`config.mk`:
```
export PLATFORM = sky130hd
export DESIGN_NAME = rect_stream_processor
export DESIGN_NICKNAME = d
export VERILOG_FILES = /design/src/rtl/rect_stream_processor.sv
export SDC_FILE = /design/constraint.sdc
export NUM_CORES = 1
export LEC_CHECK = 0
export CORE_UTILIZATION = 57
export DETAILED_ROUTE_END_ITERATION = 7
export PLACE_DENSITY = 0.86
export SLEW_MARGIN = 30
export SYNTH_ARGS = -nofsm -noshare
export SYNTH_HDL_FRONTEND = slang
export SYNTH_SLANG_ARGS = --single-unit
```
`constraint.sdc`:
```
create_clock -name clk -period 4.5 [get_ports clk]
set_input_delay 0.45 -clock clk [delete_from_list [all_inputs] [get_ports clk]]
set_output_delay 0.45 -clock clk [all_outputs]
set_load 0.01 [all_outputs]
```
`src/rtl/rect_stream_processor.sv`:
```
// Rectifier stage: bypass / half / full / neg-half on a valid/ready stream.
// Side outputs: windowed average, peak hold and zero-crossing count.
module rect_stream_processor #(
  parameter int DATA_W   = 8,
  parameter int WIN_LOG2 = 3,
  parameter int ZC_W     = 16
) (
  input  logic              clk,
  input  logic              rst_n,
  input  logic [1:0]        mode,
  input  logic              in_valid,
  output logic              in_ready,
  input  logic [DATA_W-1:0] in_data,
  output logic              out_valid,
  input  logic              out_ready,
  output logic [DATA_W-1:0] out_data,
  output logic              avg_valid,
  output logic [DATA_W-1:0] avg_data,
  output logic [DATA_W-1:0] peak_data,
  input  logic              peak_clr,
  output logic [ZC_W-1:0]   zc_count
);

  localparam int ACC_W = DATA_W + WIN_LOG2;

  localparam logic [DATA_W-1:0] MAXP =
    {1'b0, {(DATA_W-1){1'b1}}};
  localparam logic [DATA_W-1:0] MINN =
    {1'b1, {(DATA_W-1){1'b0}}};

  typedef enum logic {EMPTY, FULL} state_t;

  state_t              state;
  logic                accept;
  logic                xfer;
  logic                neg;
  logic [DATA_W-1:0]   mag;
  logic [DATA_W-1:0]   rect;
  logic [ACC_W-1:0]    acc;
  logic [ACC_W-1:0]    sum;
  logic [WIN_LOG2-1:0] cnt;
  logic                prev_sign;
  logic                first;

  assign out_valid = (state == FULL);
  assign in_ready  = !out_valid || out_ready;
  assign accept    = in_valid && in_ready;
  assign xfer      = out_valid && out_ready;
  assign sum       = acc + {{WIN_LOG2{1'b0}}, out_data};

  // Rectify the incoming sample; most-negative input saturates to MAXP.
  always_comb begin
    neg  = in_data[DATA_W-1];
    mag  = in_data;
    rect = in_data;
    if (neg)
      mag = (in_data == MINN) ? MAXP : -in_data;
    unique case (mode)
      2'b00: rect = in_data;
      2'b01: rect = neg ? '0 : in_data;
      2'b10: rect = mag;
      2'b11: rect = neg ? mag : '0;
    endcase
  end

  // EMPTY/FULL output register; new sample may replace one leaving.
  always_ff @(posedge clk) begin
    if (!rst_n) begin
      state    <= EMPTY;
      out_data <= '0;
    end else begin
      unique case (state)
        EMPTY: if (accept) state <= FULL;
        FULL:  if (xfer && !accept) state <= EMPTY;
      endcase
      if (accept)
        out_data <= rect;
    end
  end

  // Window accumulator; last transfer of a window is folded into the result.
  always_ff @(posedge clk) begin
    if (!rst_n) begin
      acc       <= '0;
      cnt       <= '0;
      avg_valid <= 1'b0;
      avg_data  <= '0;
    end else begin
      avg_valid <= 1'b0;
      if (xfer) begin
        if (cnt == '1) begin
          avg_data  <= sum[ACC_W-1:WIN_LOG2];
          avg_valid <= 1'b1;
          acc       <= '0;
          cnt       <= '0;
        end else begin
          acc <= sum;
          cnt <= cnt + 1'b1;
        end
      end
    end
  end

  // Peak hold; a coincident transfer wins over a clear.
  always_ff @(posedge clk) begin
    if (!rst_n) begin
      peak_data <= '0;
    end else if (xfer) begin
      if (peak_clr || out_data > peak_data)
        peak_data <= out_data;
    end else if (peak_clr) begin
      peak_data <= '0;
    end
  end

  // Count sign changes between consecutive accepted samples.
  always_ff @(posedge clk) begin
    if (!rst_n) begin
      zc_count  <= '0;
      prev_sign <= 1'b0;
      first     <= 1'b1;
    end else if (accept) begin
      if (!first && (in_data[DATA_W-1] != prev_sign))
        zc_count <= zc_count + 1'b1;
      prev_sign <= in_data[DATA_W-1];
      first     <= 1'b0;
    end
  end

endmodule

```
# Word-level counts from Yosys, hierarchy flattened
# Cells that the tools add are included.
[totals]
memories = 0
romBits = 0
wordCells = 52
ramBits = 0
latch_bits = 0
reg_bits = 58
in_bits = 15
output_inout_bits = 43
[classes]
n_mul = 0
magnitude_cmp = 1
n_reduce_logical = 15
muxes = 14
add_sub_neg = 4
n_bitwise = 1
shifts = 0
div = 0
n_eq_ne = 7
[ops]
columns = ["operator", "count"]
rows = [
  ["8-bit 2-to-1 mux", 6],
  ["8-bit one-hot mux with 4 select lines", 1],
  ["16-bit by 1-bit adder with 16-bit output, second input constant", 1],
  ["11-bit by 8-bit adder with 11-bit output", 1],
  ["11-bit 2-to-1 mux", 1],
  ["8-bit equality test, second input constant", 1],
  ["8-bit > comparator", 1],
  ["8-bit negation", 1],
  ["2-bit AND reduction", 4],
  ["7-bit 2-to-1 mux", 1],
  ["2-bit equality test, second input constant", 2],
  ["1-bit logical AND", 4],
  ["3-bit by 1-bit adder with 3-bit output, second input constant", 1],
  ["3-bit equality test, second input constant", 1],
  ["1-bit logical NOT", 3],
  ["1-bit 2-to-1 mux", 3],
  ["3-bit 2-to-1 mux", 1],
  ["2-bit by 1-bit equality test with 1-bit output, second input constant", 1],
  ["2-bit logical NOT", 1],
  ["1-bit logical OR", 2],
  ["2-bit by 1-bit != test with 1-bit output, second input constant", 1],
  ["1-bit one-hot mux with 2 select lines", 1],
  ["2-bit nonzero test", 1],
  ["1-bit != test", 1],
  ["1-bit NOT", 1],
]

# Logic depth before layout (Yosys ltp)
[logic_depth]
depth_word = 7
mapped_depth = 8
mapped_depth_nobuf = 8

# Worst setup path before layout
# OpenSTA, ideal clock, no wires.
[synth_path]
kind = "reg2reg"
from = "register out_data[0]"
to = "register avg_data[5]"
period_less_slack_ns = 2.082
arrival_time_ns = 1.987
required_ns = 4.405
path_buffers = 0
slack_ns = 2.418
setup_ns = 0.095
path_stages_with_launch = 9
path_cell_list = "dfxtp_1 -> ha_1 -> inv_1 -> fa_1 -> nor2b_4 -> o31a_1 -> o221a_4 -> or4_1 -> o311ai_1"
[synth_between]
elab_chain_len = 1
[synth_lines]
columns = ["item", "line_no", "rtl"]
rows = [
  ["start: declaration", "16", "output logic [DATA_W-1:0] out_data,"],
  ["start signal: assignment", "77", "out_data <= rect;"],
  ["11-bit by 8-bit adder with 11-bit output", "49", "assign sum = acc + {{WIN_LOG2{1'b0}}, out_data};"],
  ["end signal: assignment", "92", "avg_data <= sum[ACC_W-1:WIN_LOG2];"],
  ["end: declaration", "18", "output logic [DATA_W-1:0] avg_data,"],
]
# Every way passes these cells.
# A chain may end at the register's enable or synchronous reset.

# Worst setup path in the final report
[layout_path]
from = "register out_data[0]"
to = "register acc[6]"
[layout_between]
elab_chain_len = 2
[layout_lines]
columns = ["item", "line_no", "rtl"]
rows = [
  ["11-bit by 8-bit adder with 11-bit output", "49", ""],
  ["11-bit 2-to-1 mux", "91", "if (cnt == '1) begin"],
  ["end signal: assignment", "97", "acc <= sum;"],
  ["end: declaration", "39", "logic [ACC_W-1:0] acc;"],
]
# Every way passes these cells.

==> results.ini <==
[route]
drtIter0Drc=219
dr_wl_met3_um=511
top_layer=met4
final_antenna_net_count=0
wl_met2_mm=3.82
vias=3086
wl_met1_mm=3.26
post-route-drc-count=0
routed_via_density=5.92
wl_per_cell_um=14.9
wl_mm=7.79
dr.pass1.iters=4

[synthesis]
synth_compound_area_share_pct=17.6
synth_top_family_by_area=simple AND/OR/NAND/NOR gates
yosysTopAreaCell=dfxtp_1
syn_area_per_cell_um2=8.31
yosys-mux-area-fraction_pct=3.08
yosys.area_share.simple_pct=26.4
syn-num-nets=427
synth_edf_count=0
yosysSeqAreaShare_pct=35.7
synthXorXnorAreaFrac_pct=4.31
ys_async_sr_fraction_pct=0
synthAdderAreaFrac_pct=8.31
synth_cell_types=59
synth_top_area_share_pct=35.7
synth_ff_type=dfxtp_1
ys_top_cells_by_area=dfxtp_1 (36%), ha_1 (7.7%), nand2_1 (5.7%), nor2_1 (4.0%), a21oi_1 (3.7%)
ys_warn_count=0
synth_area_um2=3250
ys_ff_latch=58
netlist_instances=391

[setup_path]
start_kind=flip-flop
path_max_fanout=5
critical_path_class=reg -> reg
cpPeakStageDelay_ns=0.43
cp_cell_sequence=ha_1, inv_1, fa_1, nor2b_4, o31a_1, nor3_1, nor3b_1, o41ai_1
cp.arrival_ns=2.44
worstPathRequired_ns=4.69
end_kind=flip-flop
critPathBufInv=1
critical_path.top_delay_family=adder cells
slowest_stage=fa_1

[clock_tree]
cts_tree=built
cts.sinks=58
post_cts_resized=0
htree_levels=3
root_buffer=clkbuf_8
cts_setup_buffers=0
clockBufferDepth=2
cts_made_buffers=9
clk_latency_ns=0.33
cts.clk_slew.worst_paths_ns=0.06
cts_hold_buf=0

[layout]
fill_cells=428
antenna_cells=0
final_cell_count_no_fill=521
final_common_cell=dfxtp_1
area_growth_pct=24.1
final_util_pct=73.3
nNetsFinal=480
multi_input_comb_area_um2=1940
seqCellArea_um2=1160
design_area_um2=4040
layout_common_cells=dfxtp_1 (58), clkdlybuf4s50_1 (57), nand2_1 (49)
drive_gt1_share_pct=6.68

[timing]
post-route-period-util_pct=50.0
setup_viol=0
worstMarginPinSlew_ns=0.740
slew_violations=0
period_minus_slack_ns=2.25
slew_headroom_pct=50.5
setup_ws_ns=2.25
rsz0062_at_grt=false
fmax_mhz=444
skew_ns=0.0124
fin_hold_ws_ns=0.461
hold_viol=0
tns_ns=0

[job]
maxCapViolations=0

[die]
die_w_um=77.5
rows=27
start_util_pct=59.0
pin_count=58
core_um2=5510
die_area_um2=6010
dieHeight_um=77.5

[worst_hold_path]
hold_path_class=reg -> reg

[placed_design]
hpwl_mm=5.46
dpl.cell_count=505
placed_area_um2=3850
pre_cts_ws_ns=1.88
gp_congestion=0.858
io_buffer_count=57

[global_route]
grt.overflow.total=0
grt_pass1_wl_mm=13.1
grt_max_degree=39
antenna_found_initial=0
grt_pass1_vias=2946
grt_use_total_pct=27.1

[pwr]
p_per_area_nw_per_um2=284
vdd_drop_max_uv=162
p_leak_nw=1.49
total_power_mw=1.15

[outcome]
outcome=complete, no violations

-- power breakdown --
part,internal [mW],switching [mW],leakage [nW]
sequential,0.524,0.0145,0.470
combinational,0.0649,0.0812,0.929
clock,0.252,0.211,0.0958
-- cell usage after synthesis, types with 3 or more instances --
library cell and n:
a21oi_1 24, a221oi_1 3, a31oi_1 3, and2_1 3
and3_1 4, clkbuf_1 13, dfxtp_1 58, ha_1 20
inv_1 19, mux2i_1 10, nand2_1 49, nand2b_1 5
nand3_1 20, nand4_1 5, nor2_1 35, nor2b_1 3
nor3_1 6, nor3_2 4, nor3b_1 3, nor4_1 8
o211ai_1 3, o21a_1 6, o21ai_0 8, o21ai_1 11
or3_1 8, or4_1 6, xnor2_1 12, xor2_1 4
-- logic make-up (layout without fill, tap and decap cells) --
| kind of cell | count (synthesis) | count (layout) |
|---|---|---|
| flip-flops | 58 | 58 |
| multiplexers | 10 | 10 |
| XOR/XNOR | 16 | 16 |
| AND/OR/NAND/NOR | 166 | 166 |
| adder cells (fa/ha/maj) | 21 | 21 |
| buffers and inverters | 37 | 95 |
| AO/OA/AOI/OAI | 83 | 83 |
-- layout make-up --
type / count / share of cell area (%)
clock buffers: 10 / 3.16
multi-input cells: 296 / 48.1
flip-flops and latches: 58 / 28.8
inverters: 21 / 1.95
well taps: 72 / 2.23
repair buffers: 58 / 14.3
clock inverters: 6 / 1.43
-- state kept, by name (all words and copies together) (netlist names) --
name,flops
first,1
avg_valid,1
peak_data,8
zc_count,16
cnt,3
avg_data,8
out_data,8
prev_sign,1
out_valid,1
acc,11
-- layer usage --
metal | vias to the layer above | track usage (%)
met3 | 23 | 5.18
met4 | 0 | 13.8
met5 | - | 0
li1 | 1513 | -
met1 | 1438 | 32.3
met2 | 112 | 46.2
-- worst paths after layout --
check	startpoint	to	slack, ns	depth (start not counted)
worst max-delay path	out_data[0]$_SDFFE_PN0P_	acc[6]$_SDFFE_PN0P_	2.25	8
worst min-delay path	cnt[1]$_SDFFE_PN0P_	cnt[1]$_SDFFE_PN0P_	0.46	2
worst max register to register	out_data[0]$_SDFFE_PN0P_	acc[6]$_SDFFE_PN0P_	2.25	8
worst min register to register	cnt[1]$_SDFFE_PN0P_	cnt[1]$_SDFFE_PN0P_	0.46	2
-- tightest hold or removal path: cells and delay by family, from the launching register on --
family,cells,cell delay [ns]
flops,1,0.31
simple gates,1,0.05
compound gates,1,0.05
Note: power is estimated with default switching activity, not from simulation.
